===== src/rtl/argmax_classifier.sv =====
// argmax_classifier: snapshots NUM_CLASSES signed scores on start, scans one
// per cycle and presents the winning index/score on a valid/ready output.
// Optional feature macro: ARGMAX_MARGIN_EN (adds runner-up index and margin).
// Ports:
//   clk, rst_n        clock, async active-low reset
//   start             capture pulse (from network done)
//   in_scores         NUM_CLASSES x DATA_WIDTH signed scores
//   busy              high while scanning
//   out_valid/ready   result handshake
//   out_class/score   argmax index and value
//   overrun           sticky: a start was dropped
//   out_second_class  runner-up index          (ARGMAX_MARGIN_EN only)
//   out_margin        best - runner-up, DW+1b   (ARGMAX_MARGIN_EN only)
module argmax_classifier #(
    parameter  int NUM_CLASSES = 10,
    parameter  int DATA_WIDTH  = 32,
    localparam int IDX_WIDTH   = $clog2(NUM_CLASSES)
) (
    input  logic                  clk,
    input  logic                  rst_n,
    input  logic                  start,
    input  logic [DATA_WIDTH-1:0] in_scores [NUM_CLASSES],
    output logic                  busy,
    output logic                  out_valid,
    input  logic                  out_ready,
    output logic [IDX_WIDTH-1:0]  out_class,
    output logic [DATA_WIDTH-1:0] out_score,
`ifdef ARGMAX_MARGIN_EN
    output logic [IDX_WIDTH-1:0]  out_second_class,
    output logic [DATA_WIDTH:0]   out_margin,
`endif
    output logic                  overrun
);

    typedef enum logic [1:0] {
        IDLE = 2'd0,
        SCAN = 2'd1,
        HOLD = 2'd2
    } state_t;

    localparam logic [IDX_WIDTH-1:0] LAST = IDX_WIDTH'(NUM_CLASSES - 1);
    localparam logic [IDX_WIDTH-1:0] ONE  = IDX_WIDTH'(1);

    state_t                state_q;
    logic                  busy_q;
    logic                  valid_q;
    logic                  overrun_q;
    logic [IDX_WIDTH-1:0]  idx_q;
    logic [DATA_WIDTH-1:0] best_q;
    logic [IDX_WIDTH-1:0]  best_idx_q;
    logic [DATA_WIDTH-1:0] res_score_q;
    logic [IDX_WIDTH-1:0]  res_class_q;
    logic [DATA_WIDTH-1:0] buf_q [NUM_CLASSES];

    logic                  cap;
    logic [DATA_WIDTH-1:0] cur;
    logic                  gt_best;
    logic [DATA_WIDTH-1:0] best_d;
    logic [IDX_WIDTH-1:0]  best_idx_d;

`ifdef ARGMAX_MARGIN_EN
    logic [DATA_WIDTH-1:0] sec_q;
    logic [IDX_WIDTH-1:0]  sec_idx_q;
    logic [IDX_WIDTH-1:0]  res_sec_idx_q;
    logic [DATA_WIDTH:0]   res_margin_q;
    logic                  gt_sec;
    logic [DATA_WIDTH-1:0] sec_d;
    logic [IDX_WIDTH-1:0]  sec_idx_d;
    logic [DATA_WIDTH:0]   margin_d;
`endif

    // Capture happens from IDLE, or from HOLD on the handshake edge.
    assign cap = start &&
                 ((state_q == IDLE) || ((state_q == HOLD) && out_ready));

    always_comb begin
        cur        = buf_q[idx_q];
        gt_best    = $signed(cur) > $signed(best_q);
        best_d     = best_q;
        best_idx_d = best_idx_q;
        if (gt_best) begin
            best_d     = cur;
            best_idx_d = idx_q;
        end
    end

`ifdef ARGMAX_MARGIN_EN
    // Runner-up is seeded on the first compare regardless of its value.
    always_comb begin
        gt_sec    = $signed(cur) > $signed(sec_q);
        sec_d     = sec_q;
        sec_idx_d = sec_idx_q;
        if (gt_best) begin
            sec_d     = best_q;
            sec_idx_d = best_idx_q;
        end else if (gt_sec || (idx_q == ONE)) begin
            sec_d     = cur;
            sec_idx_d = idx_q;
        end
        // Extra bit keeps max - min from wrapping.
        margin_d = {best_d[DATA_WIDTH-1], best_d}
                 - {sec_d[DATA_WIDTH-1], sec_d};
    end
`endif

    // Snapshot buffer: contents are don't-care after reset.
    always_ff @(posedge clk) begin
        if (cap) begin
            buf_q <= in_scores;
        end
    end

    always_ff @(posedge clk or negedge rst_n) begin
        if (!rst_n) begin
            state_q     <= IDLE;
            busy_q      <= 1'b0;
            valid_q     <= 1'b0;
            overrun_q   <= 1'b0;
            idx_q       <= '0;
            best_q      <= '0;
            best_idx_q  <= '0;
            res_score_q <= '0;
            res_class_q <= '0;
`ifdef ARGMAX_MARGIN_EN
            sec_q         <= '0;
            sec_idx_q     <= '0;
            res_sec_idx_q <= '0;
            res_margin_q  <= '0;
`endif
        end else begin
            unique case (state_q)
                IDLE: begin
                    if (start) begin
                        state_q    <= SCAN;
                        busy_q     <= 1'b1;
                        best_q     <= in_scores[0];
                        best_idx_q <= '0;
                        idx_q      <= ONE;
                    end
                end
                SCAN: begin
                    if (start) begin
                        overrun_q <= 1'b1;
                    end
                    best_q     <= best_d;
                    best_idx_q <= best_idx_d;
`ifdef ARGMAX_MARGIN_EN
                    sec_q     <= sec_d;
                    sec_idx_q <= sec_idx_d;
`endif
                    idx_q <= idx_q + ONE;
                    if (idx_q == LAST) begin
                        state_q     <= HOLD;
                        busy_q      <= 1'b0;
                        valid_q     <= 1'b1;
                        res_score_q <= best_d;
                        res_class_q <= best_idx_d;
`ifdef ARGMAX_MARGIN_EN
                        res_sec_idx_q <= sec_idx_d;
                        res_margin_q  <= margin_d;
`endif
                    end
                end
                HOLD: begin
                    if (out_ready) begin
                        valid_q <= 1'b0;
                        if (start) begin
                            state_q    <= SCAN;
                            busy_q     <= 1'b1;
                            best_q     <= in_scores[0];
                            best_idx_q <= '0;
                            idx_q      <= ONE;
                        end else begin
                            state_q <= IDLE;
                        end
                    end else if (start) begin
                        overrun_q <= 1'b1;
                    end
                end
                default: begin
                    state_q <= IDLE;
                end
            endcase
        end
    end

    assign busy      = busy_q;
    assign out_valid = valid_q;
    assign overrun   = overrun_q;
    assign out_class = res_class_q;
    assign out_score = res_score_q;
`ifdef ARGMAX_MARGIN_EN
    assign out_second_class = res_sec_idx_q;
    assign out_margin       = res_margin_q;
`endif

endmodule

===== config.mk =====
export PLATFORM = sky130hd
export DESIGN_NAME = argmax_classifier
export DESIGN_NICKNAME = d
export VERILOG_FILES = /design/src/rtl/argmax_classifier.sv
export SDC_FILE = /design/constraint.sdc
export NUM_CORES = 1
export LEC_CHECK = 0
export CAP_MARGIN = 25
export CORE_UTILIZATION = 51
export CTS_BUF_LIST = sky130_fd_sc_hd__clkbuf_16
export DETAILED_ROUTE_END_ITERATION = 7
export HOLD_SLACK_MARGIN = 0.08
export PLACE_DENSITY = 0.81
export SLEW_MARGIN = 20
export SYNTH_ARGS = -nofsm -noshare
export SYNTH_HDL_FRONTEND = slang
export SYNTH_SLANG_ARGS = --single-unit

===== constraint.sdc =====
create_clock -name clk -period 12.66 [get_ports clk]
set_input_delay 1.266 -clock clk [delete_from_list [all_inputs] [get_ports clk]]
set_output_delay 1.266 -clock clk [all_outputs]
set_load 0.005 [all_outputs]

==> run metrics <==
status=finished clean; CP required=13.01 ns; largest net degree at the start of global routing=238; crit path buf inv count=2; I/O pin count=363; Finished Layout Cells=1,752; post-route ant nets=0; vias=10.03k; CTS tree=done; residual DRC count=0; register area=11,640 µm²; net switching power=1.789 mW; Peak VDD IR=0.1440 mV; CTS Buffer Depth=3; Fmax=175.4 MHz; setup tns final=0 ns; CTS Hold Bufs=0; Design Power=5.044 mW; Layout Skew=0.02684 ns; unrepaired setup endpoints after global routing=no; die area=32,820 µm²; die width=181.2 µm; average size of a mapped cell=17.07 µm²; DRT Pass-1 Iters=5; area of the multi-input gates=around 4400 µm²; sequential share of the synthesized area=slightly above 70%; final hold violation count=0; Slew Viols, Final=0; row count=65; share of layout cells above drive strength 1=10.52%; core area=31,560 µm²; root buffer cell=clkbuf_16; Netlist cell types=43; Post-Synthesis Cell Area=between 15,000 and 20,000 µm²; worst min path class=reg2reg; Crit Path Category=reg2reg; Power Density=232.8 nW/µm²; DP Wirelength=25,720 µm; post-CTS sizing=0; combinational share of power=40.3%; IO buf count=about 360; GP Congestion=0.7689; worst-path fanout max=51; top_reg_cell synth=edfxtp_1; WP data arrival=6.05 ns; Layout Nets=roughly 1.7k; CP Capture Type=flop; DP Cell Count=between 1.5k and 2k; Routed WL per cell=21.94 µm; H-tree depth=2; CTS Buf Count=43; async set-reset flop share out of synthesis=20.20%; family with the most delay on the worst path=compound AO/OA/AOI/OAI gates; CP Cell Sequence=buf_4 -> mux4_2 -> mux2i_1 -> o22ai_1 -> ha_1 -> nand4_1 -> nor4_1 -> o21ai_1 -> a41o_1 -> a21oi_4 -> buf_4 -> mux2i_1 -> a21oi_1; vias per cell=5.726; total track usage=23.77%; first-pass GRT wire length=59,520 µm; initial antenna violation count=0; post-synth net total=1,317; min Tclk post-route=5.703 ns; LEAKAGE=7.896 nW; initial core utilization=51.88%; Yosys reg bits=401; CP max stage delay=0.75 ns; clock network power share=22.5%; Cells after Synth=between 900 and 1k; Synth Warn #=0; clk slew on worst S/H paths=0.06 ns; Rel. slew slack=31.48%; worst skew pair latency=0.54 ns; internal power=roughly 3.3 mW; CTS Sinks=401; Slew @ Worst Pin=1.028 ns; Post-CTS Setup Repair Bufs=0; synth-to-layout area growth=32.36%; die extent in y=181.2 µm; slowest stage cell, crit path=buf_4; final wirelength=38,440 µm; GRT overflow=0; crit path launch type=flop; Max Cap Viol=0; final worst-path cycle share=a little under half; antenna cells=0; Sw Share=35.46%; vias in the first global route=10.62k; Setup violations, final=0; Reg power frac=37.2%; # fillers=2,088; Post-synth EDFFs=320; drt initial violations=643
[final timing paths]
path / from / cells past startpoint / endpoint / slack (ns)
setup / recovery: idx_q[0] / 13 / out_class[0] / 6.96
hold / removal: out_class[3] / 2 / out_class[3] / 0.47
setup reg to reg: idx_q[0] / 13 / out_class[0] / 6.96
hold reg to reg: out_class[3] / 2 / out_class[3] / 0.47
max in group asynchronous: rst_n / 2 / idx_q[3] / 10.94
min in group asynchronous: rst_n / 1 / best_q[25] / 0.72
[per-layer routing]
metal  vias up  part of all wire (%)  routed length, µm  GRT usage (%)
met5         -                     0                  0              0
met4         0                   2.9               1128          7.186
met3        76                   6.9               2669          5.322
met2       391                    51              19480          41.32
met1      4987                    39              15170          29.74
li1       4578                     -                  -              -
[worst min-delay path, delay by kind of cell (launching register included)]
kind | cells | cell delay (ns)
DFF | 1 | 0.34
and+or+nand+nor | 2 | 0.10
[layout make-up]
class / count / share of cell area, %
well taps: 402 / 2.322
inverters: 36 / 0.6584
repair buffers: 373 / 17.24
flip-flops and latches: 401 / 53.75
clock buffers: 43 / 4.966
clock inverters: 36 / 0.9413
multi-input cells: 461 / 20.12
[through the flow]
step	utilization [%]	instance area [µm²]	hold WS [ns]	worst slack, ns
floorplan	-	16370	0.4510	1.049
global placement	64.52	20360	0.4438	7.141
detailed placement	64.52	20360	0.4583	7.018
CTS	68.57	21640	0.4753	6.983
global route	68.66	21670	0.5072	6.587
finish	68.66	21670	0.4737	6.957
[registers in the layout, summed over array words and instances, names as in the netlist]
name and cells:
idx_q 4, state_q 2, overrun 1, buf_q 320
busy 1, out_class 4, out_valid 1, best_idx_q 4
best_q 32, out_score 32
[placed cells by master (no fill, tap or decap), types with 14 or more instances in the layout]
master / instances
clkdlybuf4s50_1: 361
edfxtp_1: 320
dfrtp_1: 78
mux2i_1: 67
mux4_2: 64
nand2_1: 54
inv_1: 49
clkbuf_16: 43
ha_1: 34
nand3_1: 33
o22ai_1: 32
a22oi_1: 30
o31ai_1: 30
o311ai_0: 26
a21oi_1: 17
o21ai_0: 14
[Yosys cell counts, types with 2 or more instances]
cell type | instances | share of area [%]
o31ai_1 | 30 | 1.4
nand2b_1 | 3 | 0.11
mux4_2 | 64 | 8.8
nand2_1 | 55 | 1.3
nor2_1 | 13 | 0.30
inv_1 | 35 | 0.80
nor3_1 | 2 | 0.061
a21o_1 | 3 | 0.14
o21a_1 | 3 | 0.14
buf_1 | 9 | 0.21
o311ai_1 | 5 | 0.27
mux2i_1 | 67 | 4.1
buf_4 | 4 | 0.18
dfrtp_1 | 81 | 12
nor2b_1 | 3 | 0.11
o311ai_0 | 26 | 1.4
nor4_1 | 2 | 0.076
buf_2 | 20 | 0.61
clkbuf_1 | 28 | 0.64
a22oi_1 | 30 | 1.4
edfxtp_1 | 320 | 59
a21oi_1 | 17 | 0.52
nand4_1 | 8 | 0.31
nand3b_1 | 2 | 0.092
o22ai_1 | 32 | 1.2
ha_1 | 34 | 2.6
nand3_1 | 34 | 1.0
o21ai_0 | 14 | 0.43
[power groups by stage]
stage	Sequential (mW)	Combinational, mW	Clock (mW)
final	1.88	2.03	1.13
after detailed placement	1.91	2.03	0
after floorplan	1.93	1.43	0
after global placement	1.89	1.98	0
after global routing	1.90	2.25	1.20
after CTS	1.88	2.05	1.15
[cell families (layout without fill, tap and decap cells)]
logic type,after synthesis,in the layout,synth area share (%)
AO/OA/AOI/OAI,170,170,7.399
XOR/XNOR,2,2,0.1070
adder cells (fa/ha/maj),34,34,2.599
buffers and inverters,97,488,2.469
flip-flops,401,401,71.08
multiplexers,131,131,12.90
AND/OR/NAND/NOR,124,124,3.440
(Power assumes the default switching activity.)
